--- src/rtl/div_arbiter.sv ---
// ---------------------------------------------------------------------------
// div_arbiter
//   Shares one external divider among REQ_NUM requesters. Requests are
//   arbitrated round-robin in IDLE. The winner's operands are latched, and
//   the divider's en/done handshake is sequenced. The result is returned on a
//   shared bus with a one-cycle one-hot resp_valid pulse. A zero divisor is
//   answered locally and never reaches the divider.
//
// Ports
//   clk, rst          clock, asynchronous active-high reset
//   req               per-requester request, held until ack
//   req_sign          per-requester signed flag
//   req_dividend      flattened dividends, requester i at [i*DATA_BITS +: DATA_BITS]
//   req_divisor       flattened divisors, same packing
//   ack               one-hot 1-cycle pulse: request accepted, operands captured
//   resp_valid        one-hot 1-cycle pulse: result on resp_* is for that requester
//   resp_quotient     shared result bus (held until next capture)
//   resp_remainder    shared result bus (held until next capture)
//   resp_dz           divide-by-zero flag, qualified by resp_valid
//   busy              high in every state except IDLE
//   div_en            start strobe to the divider
//   div_sign          signed mode to the divider
//   div_dividend      dividend to the divider
//   div_divisor       divisor to the divider
//   div_done          completion strobe from the divider
//   div_quotient      quotient from the divider
//   div_remainder     remainder from the divider
// ---------------------------------------------------------------------------
module div_arbiter #(
  parameter int DATA_BITS = 32,
  parameter int REQ_NUM   = 4,
  parameter int REQ_BITS  = 2
) (
  input  logic                         clk,
  input  logic                         rst,
  input  logic [REQ_NUM-1:0]           req,
  input  logic [REQ_NUM-1:0]           req_sign,
  input  logic [REQ_NUM*DATA_BITS-1:0] req_dividend,
  input  logic [REQ_NUM*DATA_BITS-1:0] req_divisor,
  output logic [REQ_NUM-1:0]           ack,
  output logic [REQ_NUM-1:0]           resp_valid,
  output logic [DATA_BITS-1:0]         resp_quotient,
  output logic [DATA_BITS-1:0]         resp_remainder,
  output logic                         resp_dz,
  output logic                         busy,
  output logic                         div_en,
  output logic                         div_sign,
  output logic [DATA_BITS-1:0]         div_dividend,
  output logic [DATA_BITS-1:0]         div_divisor,
  input  logic                         div_done,
  input  logic [DATA_BITS-1:0]         div_quotient,
  input  logic [DATA_BITS-1:0]         div_remainder
);

  typedef enum logic [1:0] {IDLE, ISSUE, WAIT, RESP} state_t;

  state_t               state;
  logic [REQ_BITS-1:0]  grant;
  logic [REQ_BITS-1:0]  last_grant;
  logic [REQ_BITS-1:0]  winner;
  logic                 hit;
  logic                 sign_q;
  logic [DATA_BITS-1:0] dividend_q;
  logic [DATA_BITS-1:0] divisor_q;

  // Round-robin search starting one past the previous grant, wrapping modulo
  // REQ_NUM. The first asserted request found wins.
  always_comb begin
    winner = '0;
    hit    = 1'b0;
    for (int k = 1; k <= REQ_NUM; k++) begin
      if (!hit && req[(int'(last_grant) + k) % REQ_NUM]) begin
        winner = REQ_BITS'((int'(last_grant) + k) % REQ_NUM);
        hit    = 1'b1;
      end
    end
  end

  // Main sequencer. ack and resp_valid are cleared every cycle and set only
  // on the transition into ISSUE or RESP. This makes each a single-cycle
  // pulse that can never overlap the other.
  always_ff @(posedge clk or posedge rst) begin
    if (rst) begin
      state          <= IDLE;
      grant          <= '0;
      last_grant     <= REQ_BITS'(REQ_NUM - 1);
      sign_q         <= 1'b0;
      dividend_q     <= '0;
      divisor_q      <= '0;
      ack            <= '0;
      resp_valid     <= '0;
      resp_quotient  <= '0;
      resp_remainder <= '0;
      resp_dz        <= 1'b0;
    end else begin
      ack        <= '0;
      resp_valid <= '0;
      case (state)
        IDLE: begin
          if (|req) begin
            grant       <= winner;
            sign_q      <= req_sign[winner];
            dividend_q  <= req_dividend[int'(winner)*DATA_BITS +: DATA_BITS];
            divisor_q   <= req_divisor[int'(winner)*DATA_BITS +: DATA_BITS];
            ack[winner] <= 1'b1;
            state       <= ISSUE;
          end
        end
        ISSUE: begin
          if (divisor_q != '0) begin
            state <= WAIT;
          end else begin
            // Zero divisor: all-ones quotient, dividend passed through raw.
            resp_quotient     <= '1;
            resp_remainder    <= dividend_q;
            resp_dz           <= 1'b1;
            resp_valid[grant] <= 1'b1;
            state             <= RESP;
          end
        end
        WAIT: begin
          if (div_done) begin
            resp_quotient     <= div_quotient;
            resp_remainder    <= div_remainder;
            resp_dz           <= 1'b0;
            resp_valid[grant] <= 1'b1;
            state             <= RESP;
          end
        end
        RESP: begin
          last_grant <= grant;
          state      <= IDLE;
        end
        default: state <= IDLE;
      endcase
    end
  end

  // The divider is started only by the single ISSUE cycle. Its operands come
  // straight from the latched registers, so they stay stable through WAIT.
  assign busy         = (state != IDLE);
  assign div_en       = (state == ISSUE) && (divisor_q != '0);
  assign div_sign     = sign_q;
  assign div_dividend = dividend_q;
  assign div_divisor  = divisor_q;

endmodule

--- config.mk ---
export PLATFORM = sky130hd
export DESIGN_NAME = div_arbiter
export DESIGN_NICKNAME = d
export VERILOG_FILES = /design/src/rtl/div_arbiter.sv
export SDC_FILE = /design/constraint.sdc
export NUM_CORES = 1
export LEC_CHECK = 0
export CORE_AREA = 5 5 179 181
export DETAILED_ROUTE_END_ITERATION = 12
export DIE_AREA = 0 0 184 186
export PLACE_DENSITY = 0.57
export SYNTH_ARGS = -nofsm -noshare
export SYNTH_HDL_FRONTEND = slang
export SYNTH_SLANG_ARGS = --single-unit
--- constraint.sdc ---
create_clock -name clk -period 9.8 [get_ports clk]
set_input_delay 2.94 -clock clk [delete_from_list [all_inputs] [get_ports clk]]
set_output_delay 2.94 -clock clk [all_outputs]
set_load 0.01 [all_outputs]
==> results.toml, run 1 <==
[outcome]
status = "finished clean"

[route]
drcViolationCount = 0
wire_per_inst_um = 21.5
ant_nets = 0
viasPerCell = 4.80
vias = 7308
drtIter0Drc = 301
routed_wl_um = 32700
first_pass_iters = 5

[setup_path]
path_class = "register to output port"
cp_num_buf_inv = 2
critPathMaxStageDelay_ps = 530
arrival_ps = 2620
crit_path_end_kind = "output port"
regToRegStartpoint = "state[1]$_DFFE_PP0P_"
cp_max_fo = 6
critPathLaunch = "state[1]$_DFFE_PP0P_"
cp_top_family = "simple AND/OR/NAND/NOR gates"
cp_cell_sequence = "inv_1 -> ha_1 -> nor4b_1 -> nand4_1 -> nor3_1 -> nor2b_1 -> clkdlybuf4s50_1"
cp-start-kind = "register"
crit_slowest_cell = "clkdlybuf4s50_1"
critPathRequiredTime_ps = 6860

[die]
core_area_mm2 = 0.0303
dieArea_mm2 = 0.0342
ioPinCount = 471
initial_core_util_pct = 24.5
dieWidth_um = 184
dieHeight_um = 186
rows = 64

[clock_network]
cts_buffers = 17
cts_resized = 0
h-tree-depth = 4
cts_tree = "built"
cts_root_buf = "clkbuf_16"
worstSkewPairLatency_ps = 430
clock_sinks = 144
postCtsSetupBuffers = 0
holdBufCountCts = 0
clkTransAtPathRegs_ps = 60
cts_max_path_buffers = 2

[sta]
setup_viol = 0
post-route-period-util_pct = 56.7
max_freq_ghz = 0.180
slew_headroom_pct = 20.1
layout_min_cycle_time_ps = 5560
drv_slew = 0
hold_viol_final = 0
worst_pin_slew_ps = 1200
finClkSkew_ps = 15.1
grt_setup_unrepaired = "no"
fin_tns_setup_ps = 0

[place]
place_hpwl_um = 24500
place_congestion = 0.811
dp_cells = 1489
io_buffers = 470

[grt]
grt_pass1_wl_um = 47600
first_global_vias = 7711
grt-ovfl-total = 0
track_usage_pct = 18.1
antenna_found_initial = 0
grt_max_degree = 134

[power_and_ir_drop]
seq_power_share_pct = 30.5
power_frac_clock_pct = 17.1
switching_share_pct = 38.9
p_leak_nw = 5.32
combPwrFrac_pct = 52.4
peakVddDrop_mv = 0.177
p_int_mw = 2.27
p_per_area_mw_per_mm2 = 286
power.switching_mw = 1.45

[synth]
synth_edf_count = 0
syn-instance-count = 671
ys_async_sr_fraction_pct = 100
synth_nets = 1006
ys_seq_area_share_pct = 48.5
ys.flop_type = "dfrtp_1"
avgSynthCellArea_um2 = 11.1
ys_warn_count = 0
synthDistinctLibCells = 38
netlist_area_mm2 = 0.00743
ys_ff_latch = 144

[cells_and_area]
layout-drive-gt1-share_pct = 4.98
antennaDiodeCount = 0
syn2layout_area_growth_pct = 74.8
final_nets = 1447
final_cell_count_no_fill = 1521

[hold_path]
hp-class = "register to register"
hp-start = "resp_quotient[10]$_DFFE_PP0P_"

[flow_run]
maxCapViolations = 0
## path summary, 6_finish.rpt
| kind | depth (start not counted) | slack, ps | end |
|---|---|---|---|
| max in group asynchronous | 3 | 5340 | state[0]$_DFFE_PP0P_ |
| worst min-delay path | 1 | 490 | resp_quotient[10]$_DFFE_PP0P_ |
| worst max-delay path | 7 | 4240 | div_en |
| worst max register to register | 8 | 7000 | resp_remainder[28]$_DFFE_PP0P_ |
| worst min register to register | 1 | 490 | resp_quotient[10]$_DFFE_PP0P_ |
| min in group asynchronous | 2 | 3050 | resp_quotient[23]$_DFFE_PP0P_ |
## layer usage
metal / global-route usage (%) / vias to the layer above / part of all wire, %
met1: 22.6 / 3527 / 40
met3: 4.59 / 25 / 7.5
li1: - / 3437 / -
met4: 4.58 / 0 / 1.6
met2: 31.4 / 319 / 51
met5: 0 / - / 0
## through the flow
| step | util (%) | setup WS, ps | hold slack, ps | power [mW] | instance area [um2] |
|---|---|---|---|---|---|
| 2_1_floorplan | - | 3000 | 446 | 2.09 | 7430 |
| 3_3_place_gp | 41.1 | 4160 | 468 | 3.09 | 12400 |
| 3_5_place_dp | 41.1 | 4080 | 474 | 3.12 | 12400 |
| 4_1_cts | 42.9 | 4180 | 485 | 3.77 | 13000 |
| 5_1_grt | 42.9 | 4000 | 495 | 3.94 | 13000 |
| 6_report | 42.9 | 4240 | 487 | 3.72 | 13000 |
## placed cells by master (no fill, tap or decap), drive strengths merged, types with 4 or more instances in the layout
| master | count |
|---|---|
| clkbuf | 18 |
| nand2b | 6 |
| o221a | 32 |
| nor3 | 8 |
| ha | 4 |
| nand2 | 102 |
| nor2 | 41 |
| o21ai | 4 |
| nor4 | 12 |
| mux2i | 130 |
| o22a | 32 |
| clkdlybuf4s50 | 470 |
| buf | 9 |
| o221ai | 65 |
| dfrtp | 142 |
| a21oi | 4 |
| inv | 16 |
## Yosys cell counts (2+ instances only)
cell      number  area, um2
dfrtp_1      142       3550
mux2i_1      130       1300
nand2_1      102        383
o221ai_1      65        569
nor2_1        41        154
o221a_1       32        360
o22a_1        32        280
clkbuf_1      20       75.1
buf_2         19       95.1
nor4_1        12       75.1
buf_4          8       60.1
inv_1          8       30.0
nor3_1         8       40.0
buf_6          7       78.8
nand2b_1       6       37.5
ha_1           4       50.1
o21ai_0        4       20.0
a21oi_1        3       15.0
buf_1          3       11.3
dfstp_2        2       52.6
mux2_2         2       22.5
nand3_1        2       10.0
nand4_1        2       12.5
nor2b_1        2       12.5
or2_1          2       12.5
## power groups by stage
stage,registers [mW],clock network (mW),logic (mW)
2_1_floorplan,1.20,0,0.892
5_1_grt,1.17,0.673,2.10
6_report,1.13,0.636,1.95
4_1_cts,1.14,0.657,1.98
3_3_place_gp,1.14,0,1.96
3_5_place_dp,1.14,0,1.97
## sequential cells by signal, summed over array words and instances, names as in the netlist
name            cells
last_grant          2
resp_quotient      32
grant               2
div_divisor        32
resp_dz             1
ack                 4
resp_remainder     32
resp_valid          4
state               2
div_dividend       32
div_sign            1
## worst reg2reg max path: stages (launching register included)
cell	delay, ps
dfrtp_1	410
inv_1	130
ha_1	320
nor4b_2	260
nand4_1	110
or3_4	440
a21o_2	220
buf_4	330
o221a_1	470
## area by class of cell
cell class              instances  area (um2)
inverters                       8        35.0
clock inverters                14         123
well taps                     396         495
flip-flops and latches        144        3610
repair buffers                479        4780
multi-input cells             462        3510
fillers                      2906       17300
clock buffers                  18         439
## cells by family (layout without fill, tap and decap cells)
group	count (synthesis)	count (layout)	share of synthesized area [%]
AOI/OAI and AO/OA	145	145	17.8
adders and majority gates	4	4	0.674
buffers and inverters	65	519	4.72
DFF	144	144	48.5
muxes	132	132	17.8
and+or+nand+nor	181	181	10.5
Power figures use the tool's default switching activity.
==> run 2, diff against run 1 <==
==> config.mk (replaced) <==
export PLATFORM = sky130hd
export DESIGN_NAME = div_arbiter
export DESIGN_NICKNAME = d
export VERILOG_FILES = /design/src/rtl/div_arbiter.sv
export SDC_FILE = /design/constraint.sdc
export NUM_CORES = 1
export LEC_CHECK = 0
export CORE_AREA = 5 5 181 183
export DETAILED_ROUTE_END_ITERATION = 12
export DIE_AREA = 0 0 186 188
export PLACE_DENSITY = 0.56
export SYNTH_ARGS = -nofsm -noshare
export SYNTH_HDL_FRONTEND = slang
export SYNTH_SLANG_ARGS = --single-unit
==> constraint.sdc (replaced) <==
create_clock -name clk -period 5.5 [get_ports clk]
set_input_delay 1.65 -clock clk [delete_from_list [all_inputs] [get_ports clk]]
set_output_delay 1.65 -clock clk [all_outputs]
set_load 0.01 [all_outputs]
==> run 2 against run 1 <==
Compared with the run above: first-iteration DRC count shrank 2.3%; die area grew 2.2%; non-clock buffer count rose by 2; critical path depth stayed put; cell count increased by 0.53%; wire length about the same; clock skew decreased by 1.1 ps; worst hold slack better by 1.9 ps; core utilization decreased by 0.68 points; design area up 1.0%; combinational power grew 79%; flip-flop and latch count did not move; critical endpoint unchanged; largest cell class unchanged.
==> results.toml, run 2 (same netlist as run 1, synthesis figures left out) <==
[hold_path]
holdPathStages = 1
hp-class = "register to register"
hp-start = "resp_quotient[30]$_DFFE_PP0P_"

[route]
first_pass_iters = 5
drtIter0Drc = 294
drcViolationCount = 0
wire_per_inst_um = 21.4
viasPerCell = 4.75
vias = 7268
routed_wl_um = 32700
ant_nets = 0

[clock_network]
clock_sinks = 144
h-tree-depth = 4
cts_max_path_buffers = 2
worstSkewPairLatency_ps = 420
clkTransAtPathRegs_ps = 60
cts_resized = 0
postCtsSetupBuffers = 0
cts_tree = "built"
holdBufCountCts = 0
cts_buffers = 17
cts_root_buf = "clkbuf_16"

[power_and_ir_drop]
peakVddDrop_mv = 0.228
power_mw = 6.72
p_per_area_mw_per_mm2 = 513
p_leak_nw = 5.37

[sta]
worst_pin_slew_ps = 979
slew_headroom_pct = 34.6
fin_tns_setup_ps = 0
grt_setup_unrepaired = "no"
setup_viol = 0
finClkSkew_ps = 14.0
max_freq_ghz = 0.230
layout_min_cycle_time_ps = 4350
holdWs_ps = 489
fin_ws_ps = 1150
drv_slew = 0
hold_viol_final = 0
post-route-period-util_pct = 79.1

[place]
io_buffers = 470
place_congestion = 0.809
place_hpwl_um = 24900
post-place-ws_ps = 1430

[cells_and_area]
final_cell_mix = "clkdlybuf4s50_1 (470), dfrtp_1 (142), mux2i_1 (130)"
layout-drive-gt1-share_pct = 5.24
final_util_pct = 42.2
final_nets = 1449
antennaDiodeCount = 0
syn2layout_area_growth_pct = 76.6
final_common_cell = "clkdlybuf4s50_1"

[die]
initial_core_util_pct = 23.9
core_area_mm2 = 0.0311
dieWidth_um = 186
rows = 65
dieHeight_um = 188
dieArea_mm2 = 0.0350
ioPinCount = 471

[setup_path]
path_class = "register to output port"
regToRegStartpoint = "state[1]$_DFFE_PP0P_"
cp_cell_sequence = "inv_1 -> ha_1 -> nor4b_1 -> nand4_1 -> nor3_1 -> nor2b_1 -> clkdlybuf4s50_1"
crit_slowest_cell = "clkdlybuf4s50_1"
critPathRequiredTime_ps = 3850
cp_max_fo = 6
cp-start-kind = "register"
cp_top_family = "simple AND/OR/NAND/NOR gates"
arrival_ps = 2700
cp_num_buf_inv = 2
critPathLaunch = "state[1]$_DFFE_PP0P_"
ff2ff_path_depth = 8
critPathMaxStageDelay_ps = 540
crit_path_end_kind = "output port"
cp.depth = 7

[grt]
grt_max_degree = 79
antenna_found_initial = 0
first_global_vias = 7800
grt_pass1_wl_um = 48300
track_usage_pct = 18.0
grt-ovfl-total = 0

[flow_run]
maxCapViolations = 0

[outcome]
status = "finished clean"
## run 2: cell count changes in the layout (fill, tap and decap cells not counted)
cell and delta:
inv_6 -1, bufinv_16 +2, or2_1 -1, clkinv_2 -1, or2_2 +1, buf_4 -3, buf_12 +5
## run 2: routing by layer
metal | part of all wire, % | global-route usage [%] | vias up | wire length [um]
li1 | - | - | 3435 | -
met1 | 40 | 22.0 | 3472 | 13200
met2 | 50 | 30.7 | 324 | 16200
met3 | 7.9 | 4.71 | 37 | 2570
met4 | 2.4 | 5.72 | 0 | 790
met5 | 0 | 0 | - | 0
## run 2: report_power, final
part	internal [mW]	switching (mW)
clock network	0.700	0.518
logic	1.88	1.61
registers	1.58	0.437
total	4.16	2.57
## run 2: final cells by class
| type | count | area, um2 |
|---|---|---|
| fillers | 3014 | 17900 |
| repair buffers | 481 | 4860 |
| clock inverters | 14 | 170 |
| inverters | 8 | 33.8 |
| flip-flops and latches | 144 | 3610 |
| clock buffers | 18 | 439 |
| well taps | 402 | 503 |
| multi-input cells | 462 | 3510 |
## run 2: path summary, 6_finish.rpt
| kind | end | slack [ps] |
|---|---|---|
| worst min-delay path | resp_quotient[30]$_DFFE_PP0P_ | 490 |
| min in group asynchronous | resp_quotient[22]$_DFFE_PP0P_ | 1670 |
| worst max-delay path | div_en | 1150 |
| max in group asynchronous | resp_remainder[27]$_DFFE_PP0P_ | 2990 |
| worst min register to register | resp_quotient[30]$_DFFE_PP0P_ | 490 |
| worst max register to register | resp_remainder[22]$_DFFE_PP0P_ | 2490 |
## run 2: metrics by stage
stage	area, um2	std cells
after detailed placement	12500	1497
final	13100	1529
after global routing	13100	1529
after global placement	12500	1497
after CTS	13100	1529
after floorplan	7430	671
## run 2: worst reg2reg max path, cell delays in order (launching register included)
cell	delay [ps]
dfrtp_1	400
inv_1	120
ha_1	350
nor4b_2	260
nand4_1	110
or3_4	450
a21o_2	520
buf_4	400
o221a_1	300
==> run 3, diff against run 2 <==
==> constraint.sdc (replaced) <==
create_clock -name clk -period 4.4 [get_ports clk]
set_input_delay 1.32 -clock clk [delete_from_list [all_inputs] [get_ports clk]]
set_output_delay 1.32 -clock clk [all_outputs]
set_load 0.01 [all_outputs]
==> run 3 against run 2 <==
Compared with the run above: register-to-register slack worse by 1100 ps; global-route usage increased by 0.20 points; wire length up 1.5%; setup slack lost 740 ps; core utilization up 0.10 points; clock skew up 5.3 ps; critical path type unchanged; critical endpoint unchanged.
==> results.toml, run 3 (same netlist as run 1, synthesis figures left out) <==
[outcome]
status = "finished clean"

[die]
rows = 65
initial_core_util_pct = 23.9
dieHeight_um = 188
core_area_mm2 = 0.0311
ioPinCount = 471
dieArea_mm2 = 0.0350
dieWidth_um = 186

[cells_and_area]
antennaDiodeCount = 0
syn2layout_area_growth_pct = 77.0
nFillCells = 2974
final_common_cell = "clkdlybuf4s50_1"
multi_input_area_mm2 = 0.00351
regArea_mm2 = 0.00361
layout-drive-gt1-share_pct = 5.99
final_cell_mix = "clkdlybuf4s50_1 (470), dfrtp_1 (142), mux2i_1 (130)"
final_nets = 1458

[grt]
grt_max_degree = 97
first_global_vias = 7852
grt_pass1_wl_um = 48700
track_usage_pct = 18.2
antenna_found_initial = 0
grt-ovfl-total = 0

[clock_network]
holdBufCountCts = 0
worstSkewPairLatency_ps = 420
h-tree-depth = 4
cts_tree = "built"
postCtsSetupBuffers = 0
clock_sinks = 144
cts_max_path_buffers = 2
cts_buffers = 17
clkTransAtPathRegs_ps = 70
cts_resized = 0
cts_root_buf = "clkbuf_16"

[power_and_ir_drop]
power.switching_mw = 3.25
p_leak_nw = 5.40
switching_share_pct = 38.6
p_per_area_mw_per_mm2 = 640
seq_power_share_pct = 30.1
p_int_mw = 5.17
power_frac_clock_pct = 17.4
combPwrFrac_pct = 52.5
power_mw = 8.41
peakVddDrop_mv = 0.319

[sta]
layout_min_cycle_time_ps = 3990
hold_viol_final = 0
setup_viol = 0
worst_pin_slew_ps = 970
grt_setup_unrepaired = "no"
drv_slew = 0
slew_headroom_pct = 35.3
max_freq_ghz = 0.251
post-route-period-util_pct = 90.6
fin_tns_setup_ps = 0
finClkSkew_ps = 19.3

[hold_path]
hp-class = "register to register"
whs_endpoint = "resp_quotient[11]$_DFFE_PP0P_"
holdPathStages = 1
hp-start = "resp_quotient[11]$_DFFE_PP0P_"

[route]
wire_per_inst_um = 21.6
viasPerCell = 4.78
vias = 7344
first_pass_iters = 5
ant_nets = 0
routed_wl_um = 33200
drcViolationCount = 0
drtIter0Drc = 384

[setup_path]
critPathRequiredTime_ps = 3080
path_class = "register to output port"
regToRegStartpoint = "state[1]$_DFFE_PP0P_"
ff2ff_setup_slack_ps = 1400
crit_path_end_kind = "output port"
cp_max_fo = 6
cp-start-kind = "register"
arrival_ps = 2670
r2r-end = "resp_remainder[5]$_DFFE_PP0P_"
ff2ff_path_depth = 8

[place]
io_buffers = 470
place_congestion = 0.834
place_hpwl_um = 25400

[flow_run]
maxCapViolations = 0
[run 3: changes by cell type in the layout (fill, tap and decap cells not counted), sizes merged]
cell and change:
buf +9, bufinv -1, clkinv +1, clkinvlp +1, inv -1
[run 3: worst max path at each step]
stage,from,slack (ps),end
after CTS,state[1]$_DFFE_PP0P_,370,div_en
after floorplan,rst,1280,ack[0]$_DFF_PP0_
after global routing,state[1]$_DFFE_PP0P_,150,div_en
after detailed placement,req[3],610,div_divisor[31]$_DFFE_PP0P_
after global placement,req[3],660,div_divisor[27]$_DFFE_PP0P_
final,state[1]$_DFFE_PP0P_,410,div_en
[run 3: per-layer routing]
| metal | vias up | part of all wire, % | GRT usage [%] |
|---|---|---|---|
| li1 | 3457 | - | - |
| met1 | 3525 | 39 | 22.0 |
| met2 | 326 | 51 | 32.1 |
| met3 | 36 | 7.5 | 4.42 |
| met4 | 0 | 2.1 | 4.79 |
| met5 | - | 0 | 0 |
[run 3: power by group through the flow]
stage	combinational (mW)	clock, mW	sequential (mW)
final	4.42	1.46	2.53
after global routing	4.77	1.57	2.62
after CTS	4.50	1.51	2.54
after detailed placement	4.48	0	2.56
after global placement	4.45	0	2.55
after floorplan	1.99	0	2.67
[run 3: stage by stage]
stage	setup slack [ps]	std cells	hold slack, ps	area, um2	utilization [%]
floorplan	1280	671	446	7430	-
global placement	660	1506	468	12600	40.5
detailed placement	606	1506	475	12600	40.5
CTS	368	1538	487	13200	42.3
global route	153	1538	501	13200	42.3
finish	414	1538	487	13200	42.3
[run 3: cell type report]
cell class	count	area share [%]
tap	402	3.82
timing repair buffer	490	37.4
clock inverter	14	1.11
sequential	144	27.4
clock buffer	18	3.34
inverter	8	0.257
multi-input combinational	462	26.7
[run 3: worst max-delay path: stages (launching register included)]
cell and delay [ps]:
dfrtp_1 400, inv_1 120, ha_1 320, nor4b_1 260, nand4_1 150, nor3_1 380, nor2b_1 90, clkdlybuf4s50_1 530
